`src/rtl/majority_pkg.sv`:
```
// Shared sizing and types for the majority sampler, detector and their benches.
// Sample triple plus saturating fill count; purely combinational helpers.
`timescale 1ns/1ps
package majority_pkg;

    localparam int NSAMP  = 3;
    localparam int FILL_W = 2;

    typedef logic [FILL_W-1:0] fill_t;

    localparam fill_t FILL_FULL = fill_t'(NSAMP);

    typedef struct packed {
        logic a;
        logic b;
        logic c;
    } triple_t;

    function automatic fill_t fill_sat_inc(input fill_t f);
        return (f == FILL_FULL) ? f : fill_t'(f + 1'b1);
    endfunction

endpackage

```
`src/rtl/sync_2ff.sv`:
```
// Two-flop synchroniser for a single asynchronous bit.
// Latency: 2 clocks from d_i to q_o; no flow control.
`timescale 1ns/1ps
module sync_2ff (
    input  logic clk,
    input  logic rst,
    input  logic d_i,
    output logic q_o
);

    logic meta_q;
    logic sync_q;

    always_ff @(posedge clk) begin
        if (rst) begin
            meta_q <= 1'b0;
            sync_q <= 1'b0;
        end else begin
            meta_q <= d_i;
            sync_q <= meta_q;
        end
    end

    assign q_o = sync_q;

endmodule

```
`src/rtl/majority_sampler.sv`:
```
// Samples a synchronised async input every DIV clocks into a 3-deep history for a voter.
// Latency: 2 clocks sync plus up to DIV clocks to reach a; all outputs come straight from flops.
`timescale 1ns/1ps
module majority_sampler
    import majority_pkg::*;
#(
    parameter int DIV_WIDTH = 16,
    parameter int DIV       = 50000
) (
    input  logic clk,
    input  logic rst,
    input  logic din,
    input  logic en,
    output logic a,
    output logic b,
    output logic c,
    output logic samples_valid,
    output logic sample_strb
);

    localparam logic [DIV_WIDTH-1:0] CNT_LAST = DIV_WIDTH'(DIV - 1);

    logic                 din_s;
    logic                 tick;
    logic [DIV_WIDTH-1:0] cnt_q,   cnt_d;
    fill_t                fill_q,  fill_d;
    triple_t              smp_q,   smp_d;
    logic                 valid_q, valid_d;
    logic                 strb_q,  strb_d;

    sync_2ff u_sync (
        .clk (clk),
        .rst (rst),
        .d_i (din),
        .q_o (din_s)
    );

    assign tick = en && (cnt_q == CNT_LAST);

    always_comb begin
        cnt_d   = cnt_q;
        fill_d  = fill_q;
        smp_d   = smp_q;
        valid_d = valid_q;
        strb_d  = strb_q;
        if (!en) begin
            // History is kept visible but no longer counts as fresh.
            cnt_d   = '0;
            fill_d  = '0;
            valid_d = 1'b0;
            strb_d  = 1'b0;
        end else begin
            cnt_d = tick ? '0 : cnt_q + 1'b1;
            if (tick) begin
                smp_d  = '{a: din_s, b: smp_q.a, c: smp_q.b};
                fill_d = fill_sat_inc(fill_q);
            end
            valid_d = (fill_d == FILL_FULL);
            strb_d  = tick && (fill_d == FILL_FULL);
        end
    end

    always_ff @(posedge clk) begin
        if (rst) begin
            cnt_q   <= '0;
            fill_q  <= '0;
            smp_q   <= '0;
            valid_q <= 1'b0;
            strb_q  <= 1'b0;
        end else begin
            cnt_q   <= cnt_d;
            fill_q  <= fill_d;
            smp_q   <= smp_d;
            valid_q <= valid_d;
            strb_q  <= strb_d;
        end
    end

    assign a             = smp_q.a;
    assign b             = smp_q.b;
    assign c             = smp_q.c;
    assign samples_valid = valid_q;
    assign sample_strb   = strb_q;

endmodule
```
`config.mk`:
```
export PLATFORM = sky130hd
export DESIGN_NAME = majority_sampler
export DESIGN_NICKNAME = d
export VERILOG_FILES = /design/src/rtl/majority_pkg.sv /design/src/rtl/sync_2ff.sv /design/src/rtl/majority_sampler.sv
export SDC_FILE = /design/constraint.sdc
export NUM_CORES = 1
export LEC_CHECK = 0
export CAP_MARGIN = 20
export CELL_PAD_IN_SITES_DETAIL_PLACEMENT = 0
export CELL_PAD_IN_SITES_GLOBAL_PLACEMENT = 2
export CORE_MARGIN = 2
export CORE_UTILIZATION = 37
export DETAILED_ROUTE_END_ITERATION = 12
export PLACE_DENSITY = 0.81
export SLEW_MARGIN = 10
export SYNTH_ARGS = -nofsm -noshare
export SYNTH_HDL_FRONTEND = slang
export SYNTH_SLANG_ARGS = --single-unit
```
`constraint.sdc`:
```
create_clock -name clk -period 4.96 [get_ports clk]
set_input_delay 0.992 -clock clk [delete_from_list [all_inputs] [get_ports clk]]
set_output_delay 0.992 -clock clk [all_outputs]
set_load 0.02 [all_outputs]
```
* Yosys cells after proc, flatten, opt, wreduce, memory -nomap -nowiden
Cells that the tools add are included.
Operators by class: add/subtract/negate cells 2, equality and inequality tests 3, multiplexer cells 3, bitwise operators 1, reductions and logical operators 5
Operator list (number):
- $add 16x1->16 const B | 1
- $eq 16x16->1 const B | 1
- $mux 2 | 3
- $eq 2x2->1 const B | 2
- $reduce_or 3->1 | 1
- $add 2x1->2 const B | 1
- $logic_and 1x1->1 | 2
- $reduce_and 2->1 | 1
- $reduce_or 2->1 | 1
- $not 1->1 | 1
Word-level totals: bits in registers 25, word-level logic and storage cells 23

* Depth between registers and ports, before layout
Gate-level depths: netlist (run 1).
depth after elaboration 6, depth in mapped cells 6

* By module
A second synthesis (run 1) with hierarchy kept.
Second synthesis, totals: cells, all modules 121, area, all modules 1071.0 µm²
Modules (own cells, without submodules):
- majority_sampler | times used 1, cells an instance 117, area each 1018.5 µm²
- sync_2ff | times used 1, cells an instance 4, area each 52.6 µm²

* Least setup slack after synthesis (run 1)
No wires, ideal clock.
path kind input to register, from input port en, to register cnt_q[10], library setup time 0.064 ns, arrival time 1.704 ns, required time 4.896 ns, path slack 3.192 ns, cell stages on the path 4, buffers on the path 1, path through nor2b_1 -> a21bo_1 -> buf_4 -> nor2_1
Between the ends: word-level cells in the longest chain between the ends 2, elaborated cells on any way between the ends 3, classes of those cells bitwise: 1; reduce/logical: 2
RTL lines:
- start: declaration | RTL line majority_sampler.sv:13 | input logic en,
- $logic_and 1x1->1 or $not 1->1 (tied branches)
- $reduce_or 3->1 (no source line) *
- end signal: assignment | RTL line majority_sampler.sv:71 | cnt_q <= cnt_d;
- end: declaration | RTL line majority_sampler.sv:25 | logic [DIV_WIDTH-1:0] cnt_q, cnt_d;
Every way passes the cells marked *; elsewhere a longest branch is shown, timed or not. A chain may end at the register's enable or synchronous reset.

* Worst setup path in the final report (run 1)
from register smp_q (netlist bit a), to output port a
RTL lines:
- start: declaration | RTL line majority_sampler.sv:27 | triple_t smp_q, smp_d;
- start signal: assignment | RTL line majority_sampler.sv:73 | smp_q <= smp_d;
- end: declaration | RTL line majority_sampler.sv:14 | output logic a,
No word-level cell between the ends.

==> results of run 1 <==
## final timing paths
| path | from | end | cells after the start |
|---|---|---|---|
| worst max-delay path | a$_SDFFE_PP0P_ | a | 1 |
| worst min register to register | u_sync.meta_q$_SDFF_PP0_ | u_sync.q_o$_SDFF_PP0_ | 1 |
| worst max register to register | cnt_q[5]$_SDFF_PP0_ | cnt_q[4]$_SDFF_PP0_ | 4 |
| worst min-delay path | u_sync.meta_q$_SDFF_PP0_ | u_sync.q_o$_SDFF_PP0_ | 1 |
## routing by layer
metal / up-vias / track usage, % / wire length, um
li1: 414 / - / -
met1: 358 / 16.0 / 923
met2: 12 / 20.8 / 846
met3: 2 / 2.72 / 61
met4: 0 / 6.98 / 22
met5: - / 0 / 0
## synthesized netlist by cell type, types with 2 or more instances
master | count | area, sq um
sky130_fd_sc_hd__nor4_1 | 6 | 37.5
sky130_fd_sc_hd__nor3_1 | 4 | 20.0
sky130_fd_sc_hd__xnor2_1 | 12 | 105
sky130_fd_sc_hd__nor2_1 | 16 | 60.1
sky130_fd_sc_hd__nand2_1 | 6 | 22.5
sky130_fd_sc_hd__nand4_1 | 5 | 31.3
sky130_fd_sc_hd__nand3_1 | 3 | 15.0
sky130_fd_sc_hd__dfxtp_1 | 25 | 500
sky130_fd_sc_hd__inv_1 | 5 | 18.8
sky130_fd_sc_hd__nor2b_1 | 3 | 18.8
sky130_fd_sc_hd__and2_1 | 2 | 12.5
sky130_fd_sc_hd__nand2b_1 | 4 | 25.0
sky130_fd_sc_hd__mux2i_1 | 2 | 20.0
## area by class of cell
class	instances	area share [%]
tap	31	3.28
multi-input combinational	81	43.8
inverter	5	1.59
clock buffer	4	2.22
timing repair buffer	8	6.77
sequential	25	42.3
## placed cells by master (no fill, tap or decap)
master / count
sky130_fd_sc_hd__dfxtp_1: 25
sky130_fd_sc_hd__nor3_2: 1
sky130_fd_sc_hd__or3_1: 1
sky130_fd_sc_hd__xor2_1: 1
sky130_fd_sc_hd__nor4b_1: 1
sky130_fd_sc_hd__nor2_1: 16
sky130_fd_sc_hd__inv_1: 5
sky130_fd_sc_hd__nor4_1: 6
sky130_fd_sc_hd__xnor2_1: 12
sky130_fd_sc_hd__nand3b_1: 1
sky130_fd_sc_hd__or4_1: 1
sky130_fd_sc_hd__clkdlybuf4s50_1: 8
sky130_fd_sc_hd__clkbuf_1: 1
sky130_fd_sc_hd__and4_1: 1
sky130_fd_sc_hd__o221a_2: 1
sky130_fd_sc_hd__a31o_2: 1
sky130_fd_sc_hd__nor3_1: 4
sky130_fd_sc_hd__o31ai_1: 1
sky130_fd_sc_hd__and2_1: 2
sky130_fd_sc_hd__nor2b_1: 3
sky130_fd_sc_hd__clkbuf_4: 3
sky130_fd_sc_hd__mux2i_1: 2
sky130_fd_sc_hd__or4b_1: 1
sky130_fd_sc_hd__nand2_1: 6
sky130_fd_sc_hd__nand4_1: 5
sky130_fd_sc_hd__a21bo_1: 1
sky130_fd_sc_hd__ha_1: 1
sky130_fd_sc_hd__nand3_1: 3
sky130_fd_sc_hd__o21ai_0: 1
sky130_fd_sc_hd__or2_0: 1
sky130_fd_sc_hd__a21oi_1: 1
sky130_fd_sc_hd__o21a_1: 1
sky130_fd_sc_hd__nand2b_1: 4
sky130_fd_sc_hd__nand4b_1: 1
## state kept, by name, summed over array words and instances, names as in the netlist
signal         flops
u_sync.meta_q      1
b                  1
a                  1
cnt_q             16
sample_strb        1
fill_q             2
c                  1
u_sync.q_o         1
samples_valid      1
## through the flow
stage | power [mW] | std cells
CTS | 0.307 | 154
global route | 0.316 | 154
global placement | 0.216 | 150
detailed placement | 0.216 | 150
floorplan | 0.212 | 113
finish | 0.303 | 154
## logic make-up after synthesis
group                      share of synthesized area (%)
AOI/OAI and AO/OA                                   5.21
xor gates and xnor gates                            10.8
and+or+nand+nor                                     30.0
DFF                                                 47.4
muxes                                               1.90
buffers and inverters                               3.55
adders and majority gates                           1.18
## power groups by stage
stage | sequential, mW | combinational (mW) | clock (mW)
global placement | 0.207 | 0.00821 | 0
CTS | 0.203 | 0.00852 | 0.0956
finish | 0.203 | 0.00842 | 0.0913
detailed placement | 0.207 | 0.00846 | 0
global route | 0.203 | 0.00958 | 0.103
floorplan | 0.207 | 0.00476 | 0
==> out/qor.csv, run 1 <==
metric;value;unit
status;complete, no violations;
fin_util;43.2;%
relative_contribution_of_the_clock_network_to_total_power;30.2;%
max-cap-violations;0;
clk_transition_reported_paths;0.14;ns
swShare;21.4;%
pre_cts_setup_slack;2.45;ns
final_hold_fails;0;
core.rowCount;19;
max_stage_delay;0.60;ns
tritoncts_num_sinks;25;
cts_stage_hold_buffer_count;0;
pin_count_of_the_biggest_net_entering_global_routing;17;
number_of_cts_inserted_buffers;3;
floorplan.initialDensity;38.6;%
cts_resized;0;
post_synthesis_net_count;118;
place.port_buffers;8;
num-fill-cells;268;
r2r_setup_slack;3.09;ns
die_height;57.4;um
cp.required;3.97;ns
stdcell_area;0.00118;sq mm
detailedRoute.firstPassIterationCount;4;
post_synth_instance_area;0.00106;sq mm
critical-path-slowest-cell;sky130_fd_sc_hd__clkdlybuf4s50_1;
route.vias.total;786;
number_of_nets_still_failing_antenna_checks_after_routing;0;
yosys_warnings;0;
routedWlPerCell;12.0;um
dieWidth;57.4;um
critPathArrivalTime;1.27;ns
route.final.wire_length;1.85;mm
power_switching;64.9;uW
layout_worst_path_cycle_share;45.6;%
async_set_reset_flop_share_out_of_synthesis;0;%
global_placer_s_final_weighted_congestion;0.713;
leakage;0.345;nW
measured_slew_at_the_worst_slew_check_pin;0.706;ns
p_seq_share;67.1;%
post-dp-hpwl;1.34;mm
detailed_place.area;0.00116;sq mm
final.setup_skew;0.00416;ns
avgSynthCellArea;9.35;sq um
worst_hold_path_type;flip-flop to flip-flop;
synth-seq-area-share;47.4;%
drt_drc_violations_left;0;
worst_ir_drop_vdd;0.171;mV
grt_first_pass_wirelength;3.24;mm
synth.lib_cells_used.distinct;33;
core_area;0.00273;sq mm
final_layout_size_suffix_gt1_share;4.88;%
synthFlopType;sky130_fd_sc_hd__dfxtp_1;
number_of_synthesized_flops_with_an_enable_pin;0;
finalSetupTns;0;ns
cts_max_level;1;
clkLatencyLatePin;0.31;ns
area.sequential;500;sq um
grt.total_usage;12.9;%
worstPathBufferInverterCount;1;
finalNetCount;129;
clock.fmax;442;MHz
drt_iter0_drc;33;
cp_cell_sequence;clkdlybuf4s50_1;
crit_path_end_kind;output pin;
slew-limit-headroom;52.5;%
timing.critical_path.from_type;flip-flop;
multiInputGateArea;518;sq um
critical_path_peak_fanout;2;
detail_route.vias_per_cell;5.10;
ys_ff_latch;25;
overflow;0;
cell_internal_pwr;238;uW
p_per_area;256;mW/mm^2
cts_setup_buffers;0;
max_root_sink_buffers;2;
syn-instance-count;113;
post-route-worst-setup-slack;2.70;ns
synthToLayoutAreaGrowth;12.0;%
combinational_share_of_power;2.8;%
via_count_of_the_first_global_routing_pass;752;
cts.root.buffer_cell;sky130_fd_sc_hd__clkbuf_4;
finalMaxSlewViolations;0;
whs;0.464;ns
timing.critical_path.max_delay_family;buffers and inverters;
rsz_0062_raised_after_global_routing;no;
antennaDiodeCount;0;
dieArea;0.00330;sq mm
finalSetupViolations;0;
tritoncts;built;
worstSetupPathType;flip-flop to output pin;
finalWorstPathRequiredPeriod;2.26;ns
grt_antenna_before_repair;0;
io-pin-count;9;
Note: power is estimated with default switching activity, not from simulation.
==> run 2, diff against run 1 <==
- CORE_UTILIZATION: 37 -> 34
- PLACE_DENSITY: 0.81 -> 0.76
- clock period: 4.96 -> 2.2 ns (I/O delays scaled with it)
==> out/qor.csv, run 2 (synthesis results as in run 1) <==
metric;value;unit;change
p_per_area;565;mW/mm^2;+120%
dieWidth;59.7;um;+4.0%
status;complete, no violations;;
routedWlPerCell;12.3;um;+2.2%
number_of_nets_still_failing_antenna_checks_after_routing;0;;unchanged
worstHoldStart;u_sync.meta_q$_SDFF_PP0_;;
cts_max_level;1;;unchanged
grt_antenna_before_repair;0;;unchanged
route.final.wire_length;1.96;mm;+5.5%
finalSetupTns;0;ns;unchanged
cts_setup_buffers;0;;unchanged
min_delay_worst_endpoint;u_sync.q_o$_SDFF_PP0_;;
measured_slew_at_the_worst_slew_check_pin;0.498;ns;-0.207 ns
drt_drc_violations_left;0;;unchanged
detailedRoute.firstPassIterationCount;4;;unchanged
place.port_buffers;8;;unchanged
post-dp-hpwl;1.47;mm;+10%
cts_resized;0;;unchanged
leakage;0.360;nW;+4.3%
critical_path.reg2reg.startpoint;cnt_q[7]$_SDFF_PP0_;;
finalMaxSlewViolations;0;;unchanged
pre_cts_setup_slack;0.287;ns;-2.17 ns
dieArea;0.00357;sq mm;+8.2%
drt_iter0_drc;24;;-27%
critical_path_peak_fanout;16;;+14
mostFrequentLayoutCell;sky130_fd_sc_hd__dfxtp_1;;
antennaDiodeCount;0;;unchanged
tritoncts_num_sinks;25;;unchanged
cp_cell_sequence;or4b_1 > nor3_2 > a21bo_1 > nor2_1;;
worst_ir_drop_vdd;0.186;mV;+9.0%
whs;0.455;ns;-0.00918 ns
layout.cells.most_common_list;sky130_fd_sc_hd__dfxtp_1, sky130_fd_sc_hd__nor2_1, sky130_fd_sc_hd__xnor2_1;;
slew-limit-headroom;66.8;%;+14 points
route.vias.total;815;;+3.7%
io-pin-count;9;;unchanged
finalNetCount;132;;+2.3%
tritoncts;built;;
finalSetupViolations;0;;unchanged
timing.reg2reg.worst_path_depth;4;;unchanged
rsz_0062_raised_after_global_routing;no;;
detail_route.vias_per_cell;5.13;;+0.43%
max_stage_delay;0.56;ns;-0.04 ns
max_root_sink_buffers;2;;unchanged
grt_first_pass_wirelength;3.41;mm;+5.1%
power.total;684;uW;+130%
global_placer_s_final_weighted_congestion;0.722;;+1.2%
worst_hold_path_type;flip-flop to flip-flop;;
largest_register_ff_count;16;;unchanged
layout_worst_path_cycle_share;83.6;%;
crit_path_end_kind;flip-flop;;
overflow;0;;unchanged
final.setup_skew;0.0113;ns;+0.00715 ns
synthToLayoutAreaGrowth;14.7;%;
max-cap-violations;0;;unchanged
pin_count_of_the_biggest_net_entering_global_routing;17;;unchanged
final_hold_fails;0;;unchanged
finalWorstPathRequiredPeriod;1.84;ns;
rr_endpoint;cnt_q[5]$_SDFF_PP0_;;
floorplan.initialDensity;35.2;%;-3.5 points
biggestRegsByFlops;cnt_q (16), fill_q (2);;
post-route-worst-setup-slack;0.360;ns;-2.34 ns
clk_transition_reported_paths;0.14;ns;about the same
worstPathBufferInverterCount;0;;-1
fin_util;40.3;%;-2.9 points
via_count_of_the_first_global_routing_pass;786;;+4.5%
cp.required;2.40;ns;-1.57 ns
final_layout_size_suffix_gt1_share;7.94;%;+3.1 points
die_height;59.7;um;+4.0%
clock.fmax;543;MHz;
cts_stage_hold_buffer_count;0;;unchanged
number_of_cts_inserted_buffers;3;;unchanged
core.rowCount;20;;+1
timing.critical_path.max_delay_family;simple AND/OR/NAND/NOR gates;;
critPathArrivalTime;2.04;ns;+0.77 ns
cts.root.buffer_cell;sky130_fd_sc_hd__clkbuf_4;;
register_with_the_most_flip_flops;cnt_q;;
hold_path_depth;1;;unchanged
timing.critical_path.from_type;flip-flop;;
r2r_setup_slack;0.36;ns;-2.73 ns
critical-path-slowest-cell;sky130_fd_sc_hd__or4b_1;;
grt.total_usage;12.9;%;+0.016 points
core_area;0.00300;sq mm;+9.8%
clkLatencyLatePin;0.32;ns;about the same
worstSetupPathType;flip-flop to flip-flop;;
## run 2: cell types whose count changed in the layout (fill, tap and decap cells not counted), sizes merged
cell / before / now
clkinvlp: 0 / 1
clkbuf: 4 / 3
buf: 0 / 3
## run 2: layer usage
| layer | GRT usage [%] | routed length, um | vias to the layer above |
|---|---|---|---|
| met5 | 0 | 0 | - |
| met4 | 7.94 | 25 | 0 |
| met3 | 2.81 | 62 | 2 |
| met2 | 20.7 | 914 | 10 |
| met1 | 15.7 | 952 | 377 |
| li1 | - | - | 426 |
## run 2: layout make-up
type	count	area, sq um
well taps	33	41.3
inverters	5	18.8
repair buffers	11	103
multi-input cells	81	518
clock buffers	3	22.5
fillers	320	1790
clock inverters	1	7.51
flip-flops and latches	25	500
## run 2: worst max-delay path by stage
| stage | startpoint | to | cells past startpoint |
|---|---|---|---|
| after floorplan | cnt_q[7]$_SDFF_PP0_ | cnt_q[3]$_SDFF_PP0_ | 5 |
| after global placement | en | cnt_q[4]$_SDFF_PP0_ | 5 |
| after detailed placement | en | cnt_q[9]$_SDFF_PP0_ | 5 |
| after CTS | cnt_q[0]$_SDFF_PP0_ | cnt_q[9]$_SDFF_PP0_ | 5 |
| after global routing | cnt_q[0]$_SDFF_PP0_ | cnt_q[4]$_SDFF_PP0_ | 5 |
| final | cnt_q[7]$_SDFF_PP0_ | cnt_q[5]$_SDFF_PP0_ | 4 |
## run 2: where the power goes
group | internal, mW | leakage (nW) | switching, mW | total (mW)
Clock | 0.0693 | 0.0139 | 0.137 | 0.206
Combinational | 0.0103 | 0.144 | 0.00936 | 0.0197
Sequential | 0.456 | 0.202 | 0.00159 | 0.458
Total | 0.536 | 0.360 | 0.148 | 0.684
## run 2: stage by stage
stage / cell area (sq um) / std cells
6_report: 1210 / 159
5_1_grt: 1210 / 159
4_1_cts: 1210 / 159
3_5_place_dp: 1180 / 155
3_3_place_gp: 1180 / 155
2_1_floorplan: 1060 / 113
==> run 3, diff against run 2 <==
- clock period: 2.2 -> 1.7 ns (I/O delays scaled with it)
==> out/qor.csv, run 3 (synthesis results as in run 1) <==
metric;value;unit;change
grt_antenna_before_repair;0;;unchanged
num-fill-cells;322;;+0.63%
synthToLayoutAreaGrowth;25.4;%;
critPathArrivalTime;1.29;ns;-0.75 ns
status;complete, no violations;;
tritoncts_num_sinks;25;;unchanged
cp_cell_sequence;clkdlybuf4s50_1;;
leakage;0.438;nW;+22%
antennaDiodeCount;0;;unchanged
overflow;0;;unchanged
drt_drc_violations_left;0;;unchanged
critical_path_peak_fanout;2;;-14
pre_cts_setup_slack;-0.133;ns;-0.420 ns
die_height;59.7;um;unchanged
worst_ir_drop_vdd;0.261;mV;+40%
via_count_of_the_first_global_routing_pass;791;;+0.64%
pin_count_of_the_biggest_net_entering_global_routing;17;;unchanged
routedWlPerCell;12.8;um;+4.2%
dieWidth;59.7;um;unchanged
number_of_cts_inserted_buffers;3;;unchanged
worstSetupPathType;flip-flop to output pin;;
cts_setup_buffers;0;;unchanged
clk_transition_reported_paths;0.13;ns;about the same
post-route-worst-setup-slack;0.0686;ns;-0.291 ns
p_seq_share;66.6;%;-0.4 points
detail_route.vias_per_cell;4.97;;-3.0%
detailedRoute.firstPassIterationCount;4;;unchanged
power_switching;190;uW;+28%
worstHoldStart;cnt_q[0]$_SDFF_PP0_;;
slew-limit-headroom;77.9;%;+11 points
floorplan.initialDensity;35.2;%;unchanged
relative_contribution_of_the_clock_network_to_total_power;29.8;%;-0.4 points
layout_worst_path_cycle_share;96.0;%;
top_usage_layer;met2;;
cts_max_level;1;;unchanged
grt_first_pass_wirelength;3.55;mm;+4.0%
biggestRegsByFlops;cnt_q (16), fill_q (2);;
cell_internal_pwr;700;uW;+31%
met2_usage_in_global_routing;20.7;%;unchanged
drt_iter0_drc;31;;+29%
max-cap-violations;0;;unchanged
max_root_sink_buffers;2;;unchanged
crit_path_start;a$_SDFFE_PP0P_;;
post-dp-hpwl;1.53;mm;+3.9%
grt_util_met1;17.9;%;+2.2 points
core_area;0.00300;sq mm;unchanged
timing.critical_path.from_type;flip-flop;;
global_placer_s_final_weighted_congestion;0.746;;+3.3%
timing.critical_path.max_delay_family;buffers and inverters;;
detailed_place.area;0.00126;sq mm;+6.4%
final.setup_skew;0.00445;ns;-0.00686 ns
grt.total_usage;13.6;%;+0.65 points
place.port_buffers;8;;unchanged
critical-path-slowest-cell;sky130_fd_sc_hd__clkdlybuf4s50_1;;
io-pin-count;9;;unchanged
fin_util;44.1;%;+3.7 points
cts.root.buffer_cell;sky130_fd_sc_hd__clkbuf_4;;
cts_stage_hold_buffer_count;0;;unchanged
swShare;21.3;%;-0.32 points
measured_slew_at_the_worst_slew_check_pin;0.329;ns;-0.169 ns
tritoncts;built;;
max_stage_delay;0.61;ns;+0.05 ns
finalWorstPathRequiredPeriod;1.63;ns;
combinational_share_of_power;3.6;%;+0.7 points
groute.layer.met3.usage;2.60;%;-0.22 points
core.rowCount;20;;unchanged
worst_hold_path_type;flip-flop to flip-flop;;
clkLatencyLatePin;0.32;ns;about the same
p_per_area;672;mW/mm^2;+19%
number_of_nets_still_failing_antenna_checks_after_routing;0;;unchanged
dieArea;0.00357;sq mm;unchanged
crit_path_end_kind;output pin;;
layout.cells.most_common_list;sky130_fd_sc_hd__dfxtp_1, sky130_fd_sc_hd__nor2_1, sky130_fd_sc_hd__buf_4;;
clock.fmax;613;MHz;
finalNetCount;143;;+8.3%
finalMaxSlewViolations;0;;unchanged
route.final.wire_length;2.18;mm;+11%
route.vias.total;845;;+3.7%
critical_path.reg2reg.startpoint;cnt_q[7]$_SDFF_PP0_;;
final_hold_fails;0;;unchanged
largest_register_ff_count;16;;unchanged
finalSetupViolations;0;;unchanged
register_with_the_most_flip_flops;cnt_q;;
mostFrequentLayoutCell;sky130_fd_sc_hd__dfxtp_1;;
rsz_0062_raised_after_global_routing;no;;
stdcell_area;0.00132;sq mm;+9.3%
final_layout_size_suffix_gt1_share;19.0;%;+11 points
cp.required;1.36;ns;-1.04 ns
worstPathBufferInverterCount;1;;+1
[run 3: per-stage QoR]
| step | power [mW] | hold slack, ns | cells | setup TNS (ns) |
|---|---|---|---|---|
| after detailed placement | 0.633 | 0.435 | 165 | -1.85 |
| after CTS | 0.901 | 0.463 | 169 | 0 |
| final | 0.890 | 0.456 | 170 | 0 |
| after global placement | 0.633 | 0.431 | 165 | -1.54 |
| after global routing | 0.931 | 0.489 | 170 | 0 |
| after floorplan | 0.619 | 0.412 | 113 | 0 |
[run 3: path summary, 6_finish.rpt]
check,end,slack [ns],depth (start not counted)
worst min register to register,cnt_q[0]$_SDFF_PP0_,0.46,1
worst min-delay path,cnt_q[0]$_SDFF_PP0_,0.46,1
worst max-delay path,a,0.07,1
worst max register to register,b$_SDFFE_PP0P_,0.09,4
[run 3: cell type report]
cell class                      count  area, sq um  share of cell area (%)
Multi-Input combinational cell     82          558                    42.2
Inverter                            5         18.8                    1.42
Sequential cell                    25          502                    37.9
Clock buffer                        4         26.3                    1.98
Tap cell                           33         41.3                    3.12
Timing Repair Buffer               21          178                    13.4
[run 3: routing by layer]
metal / part of all wire (%) / routed length [um] / vias to the layer above
met3: 2.5 / 55 / 4
li1: - / - / 444
met5: 0 / 0 / -
met1: 50 / 1100 / 385
met4: 1.7 / 38 / 0
met2: 45 / 990 / 12
[run 3: what timing repair did]
action	in CTS	in global routing
gates cloned	0	1
gates resized for setup	4	5
endpoints found under the setup margin	21	20
pin swaps	0	3
[run 3: power by group through the flow]
stage               clock [mW]  combinational, mW  sequential (mW)
floorplan                    0             0.0139            0.605
global placement             0             0.0276            0.605
detailed placement           0             0.0278            0.605
CTS                      0.279             0.0298            0.592
global route             0.302             0.0362            0.593
finish                   0.265             0.0320            0.592
